### config.mk
export PLATFORM = sky130hd
export DESIGN_NAME = pu_rf_wb
export DESIGN_NICKNAME = d
export VERILOG_FILES = /design/src/rtl/pu_rf_wb_pkg.sv /design/src/rtl/pu_rf_wb_fifo.sv /design/src/rtl/pu_rf_wb.sv
export SDC_FILE = /design/constraint.sdc
export NUM_CORES = 1
export LEC_CHECK = 0
export BUFFER_PORTS_ARGS = -buffer_cell sky130_fd_sc_hd__buf_4
export CORE_MARGIN = 10
export CORE_UTILIZATION = 50
export CTS_BUF_LIST = sky130_fd_sc_hd__clkbuf_16
export DETAILED_ROUTE_END_ITERATION = 12
export GPL_ROUTABILITY_DRIVEN = 0
export PLACE_DENSITY = 0.73
export SYNTH_ARGS = -nofsm -noshare
export SYNTH_HDL_FRONTEND = slang
export SYNTH_HIERARCHICAL = 1
export SYNTH_SLANG_ARGS = --single-unit
### constraint.sdc
create_clock -name clk -period 3.19 [get_ports clk]
set_input_delay 0.1595 -clock clk [delete_from_list [all_inputs] [get_ports clk]]
set_output_delay 0.1595 -clock clk [all_outputs]
set_load 0.02 [all_outputs]
### src/rtl/pu_rf_wb_pkg.sv
`default_nettype none
// ============================================================================
// Module  : pu_rf_wb_pkg
// Brief   : Shared types and constants for the pu_rf write-back front end.
// Rev     : 1.0  initial release
// ============================================================================
package pu_rf_wb_pkg;

    localparam int c_WIDTH       = 32;
    localparam int c_DEPTH_NBITS = 5;

    // Base-pointer registers r8..r18 and r31 are write-protected.
    localparam int c_REG_BP_LO = 8;
    localparam int c_REG_BP_HI = 18;
    localparam int c_REG_BP_TOP = 31;
    localparam logic [31:0] c_PROTECT_MASK = 32'h8007FF00;

    typedef struct packed {
        logic [c_DEPTH_NBITS-1:0] waddr;
        logic [c_WIDTH-1:0]       data;
    } wb_req_t;

endpackage : pu_rf_wb_pkg
`default_nettype wire

### src/rtl/pu_rf_wb_fifo.sv
`default_nettype none
// ============================================================================
// Module  : pu_rf_wb_fifo
// Brief   : LQ_DEPTH-entry synchronous FIFO of write-back requests.
// Rev     : 1.0  initial release
// ============================================================================
module pu_rf_wb_fifo
    import pu_rf_wb_pkg::*;
#(
    parameter int LQ_DEPTH = 4
) (
    input  logic    clk,
    input  logic    rst,
    input  logic    i_push,
    input  wb_req_t i_data,
    input  logic    i_pop,
    output wb_req_t o_data,
    output logic    o_empty,
    output logic    o_full
);

    localparam int c_PTR_W = (LQ_DEPTH > 1) ? $clog2(LQ_DEPTH) : 1;
    localparam int c_CNT_W = $clog2(LQ_DEPTH) + 1;
    localparam logic [c_PTR_W-1:0] c_PTR_LAST = c_PTR_W'(LQ_DEPTH - 1);
    localparam logic [c_CNT_W-1:0] c_CNT_FULL = c_CNT_W'(LQ_DEPTH);

    wb_req_t              r_mem [LQ_DEPTH];
    logic [c_PTR_W-1:0]   r_wr_ptr;
    logic [c_PTR_W-1:0]   r_rd_ptr;
    logic [c_CNT_W-1:0]   r_count;
    logic                 w_push;
    logic                 w_pop;

    function automatic logic [c_PTR_W-1:0] f_inc(input logic [c_PTR_W-1:0] p);
        return (p == c_PTR_LAST) ? '0 : p + 1'b1;
    endfunction

    assign o_empty = (r_count == '0);
    assign o_full  = (r_count == c_CNT_FULL);
    assign o_data  = r_mem[r_rd_ptr];
    assign w_pop   = i_pop & ~o_empty;
    assign w_push  = i_push & (~o_full | w_pop);

    always_ff @(posedge clk or posedge rst) begin
        if (rst) begin
            r_wr_ptr <= '0;
            r_rd_ptr <= '0;
            r_count  <= '0;
        end else begin
            if (w_push) r_wr_ptr <= f_inc(r_wr_ptr);
            if (w_pop)  r_rd_ptr <= f_inc(r_rd_ptr);
            case ({w_push, w_pop})
                2'b10:   r_count <= r_count + 1'b1;
                2'b01:   r_count <= r_count - 1'b1;
                default: r_count <= r_count;
            endcase
        end
    end

    always_ff @(posedge clk) begin
        if (w_push) r_mem[r_wr_ptr] <= i_data;
    end

    // Load credits bound the queue occupancy; a push into a full queue is a protocol bug upstream.
    a_no_overflow: assert property (@(posedge clk) disable iff (rst) !(i_push && o_full && !i_pop));

endmodule : pu_rf_wb_fifo
`default_nettype wire

### src/rtl/pu_rf_wb.sv
`default_nettype none
// ============================================================================
// Module  : pu_rf_wb
// Brief   : pu_rf write-back arbiter, pending-load scoreboard and read forwarding.
// Rev     : 1.0  initial release
// ============================================================================
module pu_rf_wb
    import pu_rf_wb_pkg::*;
#(
    parameter int WIDTH       = c_WIDTH,
    parameter int DEPTH_NBITS = c_DEPTH_NBITS,
    parameter int LQ_DEPTH    = 4,
    parameter logic [(1<<DEPTH_NBITS)-1:0] PROTECT_MASK = c_PROTECT_MASK
) (
    input  logic                   clk,
    input  logic                   rst,
    input  logic                   i_alu_wr_valid,
    input  logic [DEPTH_NBITS-1:0] i_alu_waddr,
    input  logic [WIDTH-1:0]       i_alu_wdata,
    input  logic                   i_ld_issue_valid,
    input  logic [DEPTH_NBITS-1:0] i_ld_issue_rd,
    output logic                   o_ld_issue_ready,
    input  logic                   i_ld_ret_valid,
    input  logic [DEPTH_NBITS-1:0] i_ld_ret_waddr,
    input  logic [WIDTH-1:0]       i_ld_ret_data,
    input  logic [DEPTH_NBITS-1:0] i_raddr0,
    input  logic [DEPTH_NBITS-1:0] i_raddr1,
    input  logic [WIDTH-1:0]       i_rf_dout0,
    input  logic [WIDTH-1:0]       i_rf_dout1,
    output logic                   o_hazard0,
    output logic                   o_hazard1,
    output logic [WIDTH-1:0]       o_fwd_dout0,
    output logic [WIDTH-1:0]       o_fwd_dout1,
    output logic                   o_wr,
    output logic [DEPTH_NBITS-1:0] o_waddr,
    output logic [WIDTH-1:0]       o_din,
    output logic                   o_wr_err
);

    localparam int c_DEPTH = 1 << DEPTH_NBITS;
    localparam int c_CNT_W = $clog2(LQ_DEPTH) + 1;
    localparam logic [c_CNT_W-1:0] c_CREDITS = c_CNT_W'(LQ_DEPTH);

    logic [c_DEPTH-1:0]     r_busy;
    logic [c_CNT_W-1:0]     r_outstanding;
    logic                   r_wr;
    logic [DEPTH_NBITS-1:0] r_waddr;
    logic [WIDTH-1:0]       r_din;
    logic                   r_wr_err;
    logic                   r_hit0;
    logic                   r_hit1;
    logic [WIDTH-1:0]       r_fwd0;
    logic [WIDTH-1:0]       r_fwd1;

    wb_req_t                w_ret_req;
    wb_req_t                w_lq_head;
    logic                   w_lq_empty;
    logic                   w_lq_full;
    logic                   w_lq_pop;
    logic                   w_issue_fire;
    logic                   w_sel_valid;
    logic [DEPTH_NBITS-1:0] w_sel_addr;
    logic [WIDTH-1:0]       w_sel_data;
    logic                   w_drop;
    logic                   w_wr_next;
    logic [c_DEPTH-1:0]     w_busy_set;
    logic [c_DEPTH-1:0]     w_busy_clr;

    assign w_ret_req.waddr = i_ld_ret_waddr;
    assign w_ret_req.data  = i_ld_ret_data;

    pu_rf_wb_fifo #(
        .LQ_DEPTH (LQ_DEPTH)
    ) u_lq (
        .clk     (clk),
        .rst     (rst),
        .i_push  (i_ld_ret_valid),
        .i_data  (w_ret_req),
        .i_pop   (w_lq_pop),
        .o_data  (w_lq_head),
        .o_empty (w_lq_empty),
        .o_full  (w_lq_full)
    );

    assign o_ld_issue_ready = (r_outstanding < c_CREDITS) & ~r_busy[i_ld_issue_rd];
    assign w_issue_fire     = i_ld_issue_valid & o_ld_issue_ready;
    assign w_lq_pop         = ~i_alu_wr_valid & ~w_lq_empty;

    // ALU wins the port; a dropped load pop still retires its scoreboard entry and credit.
    always_comb begin
        w_sel_valid = i_alu_wr_valid | w_lq_pop;
        w_sel_addr  = i_alu_wr_valid ? i_alu_waddr : w_lq_head.waddr;
        w_sel_data  = i_alu_wr_valid ? i_alu_wdata : w_lq_head.data;
        w_drop      = w_sel_valid &
                      (PROTECT_MASK[w_sel_addr] | (i_alu_wr_valid & r_busy[i_alu_waddr]));
        w_wr_next   = w_sel_valid & ~w_drop;
        w_busy_set  = '0;
        w_busy_clr  = '0;
        if (w_issue_fire) w_busy_set[i_ld_issue_rd]   = 1'b1;
        if (w_lq_pop)     w_busy_clr[w_lq_head.waddr] = 1'b1;
    end

    always_ff @(posedge clk or posedge rst) begin
        if (rst) begin
            r_busy        <= '0;
            r_outstanding <= '0;
            r_wr          <= 1'b0;
            r_waddr       <= '0;
            r_din         <= '0;
            r_wr_err      <= 1'b0;
        end else begin
            r_busy   <= (r_busy & ~w_busy_clr) | w_busy_set;
            r_wr     <= w_wr_next;
            r_wr_err <= w_drop;
            if (w_wr_next) begin
                r_waddr <= w_sel_addr;
                r_din   <= w_sel_data;
            end
            case ({w_issue_fire, w_lq_pop})
                2'b10:   r_outstanding <= r_outstanding + 1'b1;
                2'b01:   r_outstanding <= r_outstanding - 1'b1;
                default: r_outstanding <= r_outstanding;
            endcase
        end
    end

    // pu_rf read data lags its address by one cycle, so a write landing on that edge is replayed here.
    always_ff @(posedge clk or posedge rst) begin
        if (rst) begin
            r_hit0 <= 1'b0;
            r_hit1 <= 1'b0;
            r_fwd0 <= '0;
            r_fwd1 <= '0;
        end else begin
            r_hit0 <= r_wr & (r_waddr == i_raddr0);
            r_hit1 <= r_wr & (r_waddr == i_raddr1);
            r_fwd0 <= r_din;
            r_fwd1 <= r_din;
        end
    end

    assign o_hazard0   = r_busy[i_raddr0];
    assign o_hazard1   = r_busy[i_raddr1];
    assign o_fwd_dout0 = r_hit0 ? r_fwd0 : i_rf_dout0;
    assign o_fwd_dout1 = r_hit1 ? r_fwd1 : i_rf_dout1;
    assign o_wr        = r_wr;
    assign o_waddr     = r_waddr;
    assign o_din       = r_din;
    assign o_wr_err    = r_wr_err;

endmodule : pu_rf_wb
`default_nettype wire

==> results.md, run 1 <==
- Remaining antenna violation count after routing: 0
- Commonest cells after routing, fill and taps aside: buf_4, edfxtp_1, dfrtp_1
- Fin. max-slew vios: 0
- Setup TNS: 0 ns
- Mapped cell area: 12190 um^2
- Critical Path, Cell by Cell: or3_2 > inv_1 > nor2_1 > o21a_4 > and2_2
- Most common cell after layout, fill and taps aside: buf_4
- DP HPWL: between 20000 and 30000 um
- Outcome: completed
- GRT Util Overall: between 20% and 30%
- Max_cap viols: 0
- Worst setup margin: approximately 0.29 ns
- Clock sink count: 263
- Pre-CTS setup slack: ~0.15 ns
- Vias per Instance: just under 6
- Top Ports: approximately 260
- Slew HR: 32.78%
- Reg clk slew, reported paths: 0.06 ns
- Worst Path Max Fanout: 37
- Yosys warnings: 6
- Top delay family on crit path: simple AND/OR/NAND/NOR gates
- Clock Path Buffers: 3
- Die Wd: about 180 um
- Clk Latency, worst-skew pair: approximately 0.55 ns
- Least-Margin Pin Slew: about 1.0 ns
- Nets: 1279
- Fin crit period: 2.905 ns
- Final hold violations: 0
- Post-Synthesis Cells: around 780
- Drt pass-1 iters: 6
- Vias: approximately 8.5k
- HP Class: primary input to register
- Post-Syn Nets: ~950
- Die span in y: 176.2 um
- Final period utilization: 91.05%
- Initial antenna violation count: 0
- Peak VDD IR: roughly 0.58 mV
- Final wirelength: ~36000 um
- Total grt overflow: 0
- Detailed Route Iter0 Violations: around 840
- Crit path arrival time: 3.06 ns
- CTS tree: done
- Final setup vio count: 0
- Share of cells above drive strength 1: between 40 and 50%
- P_leak: 6.483 nW
- CP Class: register to register
- Root Driver: clkbuf_16
- Largest net degree at the start of global routing: 65
- CP required: 3.35 ns
- Buf/Inv on CP: 1
- Port Buffers: 263
- Final Util: between 60% and 70%
- First-pass GRT wire length: ~54000 um
- Critical path launch point type: register
- Row count: 57
- Fmax achieved: around 0.34 GHz
- Total Power: ~14 mW
- Die area: about 31000 um^2
- RSZ-0062 raised after global routing: no
- Core ar.: roughly 24000 um^2
- Drt wl/cell: roughly 25 um
- Syn Area/Cell: approximately 16 um^2
- Slowest cell delay on critical path: slightly above 0.8 ns
- Initial Util: between 50% and 60%
- Post-CTS setup buffers: 0
- Number of global-route vias before repair: around 8.7k
- Crit end category: register
- CTS H-tree lvls: 1
- Crit-path slowest cell: and2_2
- Area grow syn2layout: 32.34%
- Remaining DRCs: 0
- TritonCTS Buffers: 27
- Fillers: between 1.5k and 2k
- Ant. Diodes: 0
- Skew final: ~0.016 ns
- Power Density: between 800 and 900 nW/um^2
[state kept, by name, indices dropped and copies added (netlist names)]
register       flops
u_lq/r_mem       148
o_din             32
r_busy            32
r_fwd1            32
o_waddr            5
r_outstanding      3
u_lq/r_count       3
u_lq/r_rd_ptr      2
u_lq/r_wr_ptr      2
o_wr               1
o_wr_err           1
r_hit0             1
r_hit1             1
[worst register-to-register path: cells and delay by family, from the launching register on]
kind | cells | cell delay [ns]
buffers and inverters | 1 | 0.05
AOI/OAI and AO/OA | 1 | 0.29
and+or+nand+nor | 3 | 1.70
DFF | 1 | 0.44
[worst paths after layout]
| path | from | endpoint | slack [ns] | cells after the start |
|---|---|---|---|---|
| min in group asynchronous | rst | u_lq/r_wr_ptr[1] | 0.15 | 3 |
| hold reg to reg | o_din[14] | r_fwd1[14] | 0.41 | 0 |
| max in group asynchronous | rst | r_fwd1[22] | 1.98 | 4 |
| setup reg to reg | u_lq/r_count[1] | u_lq/r_mem[2][34] | 0.29 | 5 |
| hold / removal | i_ld_ret_valid | u_lq/r_count[0] | 0.02 | 4 |
| setup / recovery | u_lq/r_count[1] | u_lq/r_mem[2][34] | 0.29 | 5 |
[through the flow]
stage	instance area, um^2	hold slack, ns	std cells
2_1_floorplan	12200	-0.03710	783
3_3_place_gp	14470	0.1558	1335
3_5_place_dp	14470	0.1727	1335
4_1_cts	16130	0.001898	1458
5_1_grt	16140	0.06157	1458
6_report	16140	0.02321	1458
[power breakdown]
group / total (mW) / switching (mW) / leakage [nW] / internal [mW]
Clock: 3.28 / 1.35 / 0.468 / 1.93
Combinational: 5.01 / 2.63 / 3.22 / 2.38
Sequential: 5.62 / 0.888 / 2.79 / 4.73
[area by class of cell]
| type | count | area, um^2 | share of cell area (%) |
|---|---|---|---|
| flip-flops and latches | 263 | 7323 | 45.38 |
| repair buffers | 356 | 2855 | 17.69 |
| clock inverters | 22 | 229.0 | 1.419 |
| inverters | 12 | 47.55 | 0.2946 |
| multi-input cells | 453 | 4577 | 28.36 |
| well taps | 324 | 405.4 | 2.512 |
| clock buffers | 28 | 700.7 | 4.342 |
[metal layers]
metal | vias to the layer above | share of wire (%) | global-route usage, %
met5 | - | 0 | 0
met3 | 68 | 8.1 | 3.631
li1 | 3773 | - | -
met1 | 4239 | 41 | 29.51
met2 | 424 | 48 | 36.06
met4 | 0 | 2.9 | 7.206
[repair_timing]
| item | 4_1_cts | 5_1_grt |
|---|---|---|
| resized for setup | 0 | 1 |
| setup endpoints to repair | 0 | 13 |
| endpoints found under the hold margin | 251 | 0 |
| hold buffers | 73 | 0 |
(Power assumes the default switching activity.)
==> run 2: changes to the inputs <==
--- a/config.mk
+++ b/config.mk
@@ -6,13 +6,12 @@
 export NUM_CORES = 1
 export LEC_CHECK = 0
 export BUFFER_PORTS_ARGS = -buffer_cell sky130_fd_sc_hd__buf_4
-export CORE_MARGIN = 10
-export CORE_UTILIZATION = 50
+export CORE_MARGIN = 4
+export CORE_UTILIZATION = 55
 export CTS_BUF_LIST = sky130_fd_sc_hd__clkbuf_16
 export DETAILED_ROUTE_END_ITERATION = 12
 export GPL_ROUTABILITY_DRIVEN = 0
-export PLACE_DENSITY = 0.73
+export PLACE_DENSITY = 0.77
 export SYNTH_ARGS = -nofsm -noshare
 export SYNTH_HDL_FRONTEND = slang
-export SYNTH_HIERARCHICAL = 1
 export SYNTH_SLANG_ARGS = --single-unit
==> constraint.sdc (replaced) <==
create_clock -name clk -period 3 [get_ports clk]
set_input_delay 0.15 -clock clk [delete_from_list [all_inputs] [get_ports clk]]
set_output_delay 0.15 -clock clk [all_outputs]
set_load 0.02 [all_outputs]
==> results.md, run 2 <==
- Hold WS: 0.01387 ns (-0.009333 ns)
- Mapped cell area: 12000 um^2 (-1.6%)
- Post-Synthesis Cells: 714 (-8.8%)
- Total grt overflow: 0 (unchanged)
- Slew HR: 44.07% (+11 points)
- Final setup vio count: 0 (unchanged)
- Area share of the largest cell type after synthesis: a little under two fifths
- Top Ports: 264 (unchanged)
- Post-DP Area: 14420 um^2 (-0.36%)
- Placed cells: 1240 (-7.1%)
- Total Power: 14.39 mW (+3.4%)
- GR Layer Usage met2: 43.30% (+7.2 points)
- Commonest cells after routing, fill and taps aside: buf_4, edfxtp_1, mux2_2
- Met1 Use GR: 34.23% (+4.7 points)
- RSZ-0062 raised after global routing: no
- Nets: 1217 (-4.8%)
- Worst Path Max Fanout: 5 (-86%)
- Remaining antenna violation count after routing: 0 (unchanged)
- Vias: 7949 (-6.5%)
- Crit end category: register
- Clk Latency, worst-skew pair: 0.52 ns (-0.03 ns)
- Final Util: 74.92% (+8.2 points)
- Skew final: 0.01868 ns (+0.002329 ns)
- Setup TNS: 0 ns (unchanged)
- Post-synthesis cell type count: 46
- Area contributors post-synth: edfxtp_1, dfrtp_1, mux2_2, mux4_2, o21ai_0
- Synth Flop Type: edfxtp_1
- Final period utilization: 96.39% (+5.3 points)
- Pre-CTS setup slack: 0.08079 ns (-0.06900 ns)
- Syn Area/Cell: 16.80 um^2 (+7.9%)
- Row count: 53 (-7.0%)
- FF-to-FF Start: r_busy[26]
- CTS tree: done
- TritonCTS Buffers: 27 (unchanged)
- CP Class: register to register
- Final hold violations: 0 (unchanged)
- Remaining DRCs: 0 (unchanged)
- Least-Margin Pin Slew: 0.8373 ns (-0.1711 ns)
- CTS H-tree lvls: 1 (unchanged)
- Final wirelength: 30450 um (-15%)
- Yosys warnings: 0 (-6)
- Drt wl/cell: 22.61 um (-8.1%)
- Critical path launch point: r_busy[26]
- M3 GR Usage: 4.771% (+1.1 points)
- Largest area contributor in the netlist: edfxtp_1
- Max reg flops: 148 (unchanged)
- Area grow syn2layout: 32.51%
- Die span in y: 155.7 um (-12%)
- Crit path arrival time: 3.29 ns (+0.23 ns)
- Core ar.: 21220 um^2 (-12%)
- Drt pass-1 iters: 5 (-1)
- DP HPWL: 20530 um (-18%)
- Port Buffers: 263 (unchanged)
- Hold Crit Depth: 3 (-1)
- Largest net degree at the start of global routing: 72 (+11%)
- CP required: 3.40 ns (+0.05 ns)
- HP Class: primary input to register
- Max_cap viols: 0 (unchanged)
- Top-count cell post-synth: edfxtp_1
- Clock Path Buffers: 3 (unchanged)
- Fmax achieved: 0.3458 GHz (+0.44%)
- Top post-synthesis cells by count: edfxtp_1, mux2_2, dfrtp_1
- Seq/Total Area, Yosys: just over 60%
- Clock sink count: 263 (unchanged)
- Min-delay src: i_alu_wdata[10]
- Post-Syn Nets: 880 (-7.3%)
- P_leak: 6.353 nW (-2.0%)
- Die area: 24240 um^2 (-22%)
- Initial Util: 56.54% (+6.1 points)
- Detailed Route Iter0 Violations: 665 (-21%)
- Vias per Instance: 5.901 (+1.2%)
- Die Wd: 155.7 um (-12%)
- Critical path launch point type: register
- GRT Util Overall: 25.07% (+3.0 points)
- Synth async-reset ratio: a little over two fifths
- Number of flops mapped to enable cells by yosys: 148
- Fin crit period: 2.892 ns (-0.01277 ns)
- Most common cell after layout, fill and taps aside: buf_4
- Final Non-Filler Cells: 1347 (-7.6%)
- Root Driver: clkbuf_16
- Seq cells post-synth: around 260
- Outcome: completed
- Initial antenna violation count: 1 (+1)
- First-pass GRT wire length: 47640 um (-11%)
- GRT busiest layer: met2
- Largest Register: u_lq.r_mem
- Share of cells above drive strength 1: 51.26% (+8.5 points)
- Worst setup margin: 0.1082 ns (-0.1772 ns)
- Fin. max-slew vios: 0 (unchanged)
- Peak VDD IR: 0.5267 mV (-8.5%)
- Post-route design area: 15900 um^2 (-1.5%)
- Reg clk slew, reported paths: 0.06 ns (about the same)
- Power Density: 905.2 nW/um^2 (+5.0%)
- Number of global-route vias before repair: 8512 (-2.5%)
- Worst reg2reg path depth: 11 (+6)
## run 2: layer usage
layer / share of wire, % / wire length (um)
met1: 40 / 12100
met2: 51 / 15590
met3: 7.4 / 2250
met4: 1.7 / 511
met5: 0 / 0
## run 2: area by class of cell
cell class	instances	area, um^2
diodes	1	2.502
multi-input cells	401	4468
well taps	275	344.1
clock inverters	22	237.7
repair buffers	345	2793
fillers	1343	5323
clock buffers	27	675.6
flip-flops and latches	263	7325
inverters	13	52.55
## run 2: cell families (layout without fill, tap and decap cells)
logic type                 Yosys count  count (layout)  share of synthesized area, %
adders and majority gates            8               8                        0.9594
and+or+nand+nor                     65              65                         3.139
AOI/OAI and AO/OA                   87              87                         3.932
xor gates and xnor gates            15              15                         1.095
other                                0               1                             0
muxes                              226             226                         28.07
DFF                                263             263                         61.03
buffers and inverters               50             407                         1.773
## run 2: path summary, 6_finish.rpt
kind | end | slack [ns]
worst max register to register | r_outstanding[2] | 0.11
min in group asynchronous | o_din[14] | 0.37
worst min-delay path | o_din[10] | 0.01
worst min register to register | r_fwd1[14] | 0.40
worst max-delay path | r_outstanding[2] | 0.11
max in group asynchronous | u_lq.r_rd_ptr[0] | 1.76
## run 2: power breakdown
part / total, mW / switching [mW] / internal [mW]
Sequential: 5.84 / 0.827 / 5.01
Combinational: 5.13 / 2.51 / 2.62
Clock: 3.43 / 1.36 / 2.07
## run 2: worst max-delay path, cell delays in order, from the launching register on
cell and delay [ns]:
dfrtp_1 0.43, mux4_1 0.51, mux4_2 0.47, mux2_2 0.29, nor4_4 0.14, nand2_1 0.13, ha_2 0.21, inv_1 0.07
fa_1 0.17, xor2_1 0.15, nor2_1 0.06, xor2_1 0.14
## run 2: what timing repair did
item | CTS | global route
setup endpoints to repair | 0 | 2
resized for setup | 0 | 3
endpoints found under the hold margin | 198 | 0
hold buffers | 56 | 0
setup buffers | 0 | 1
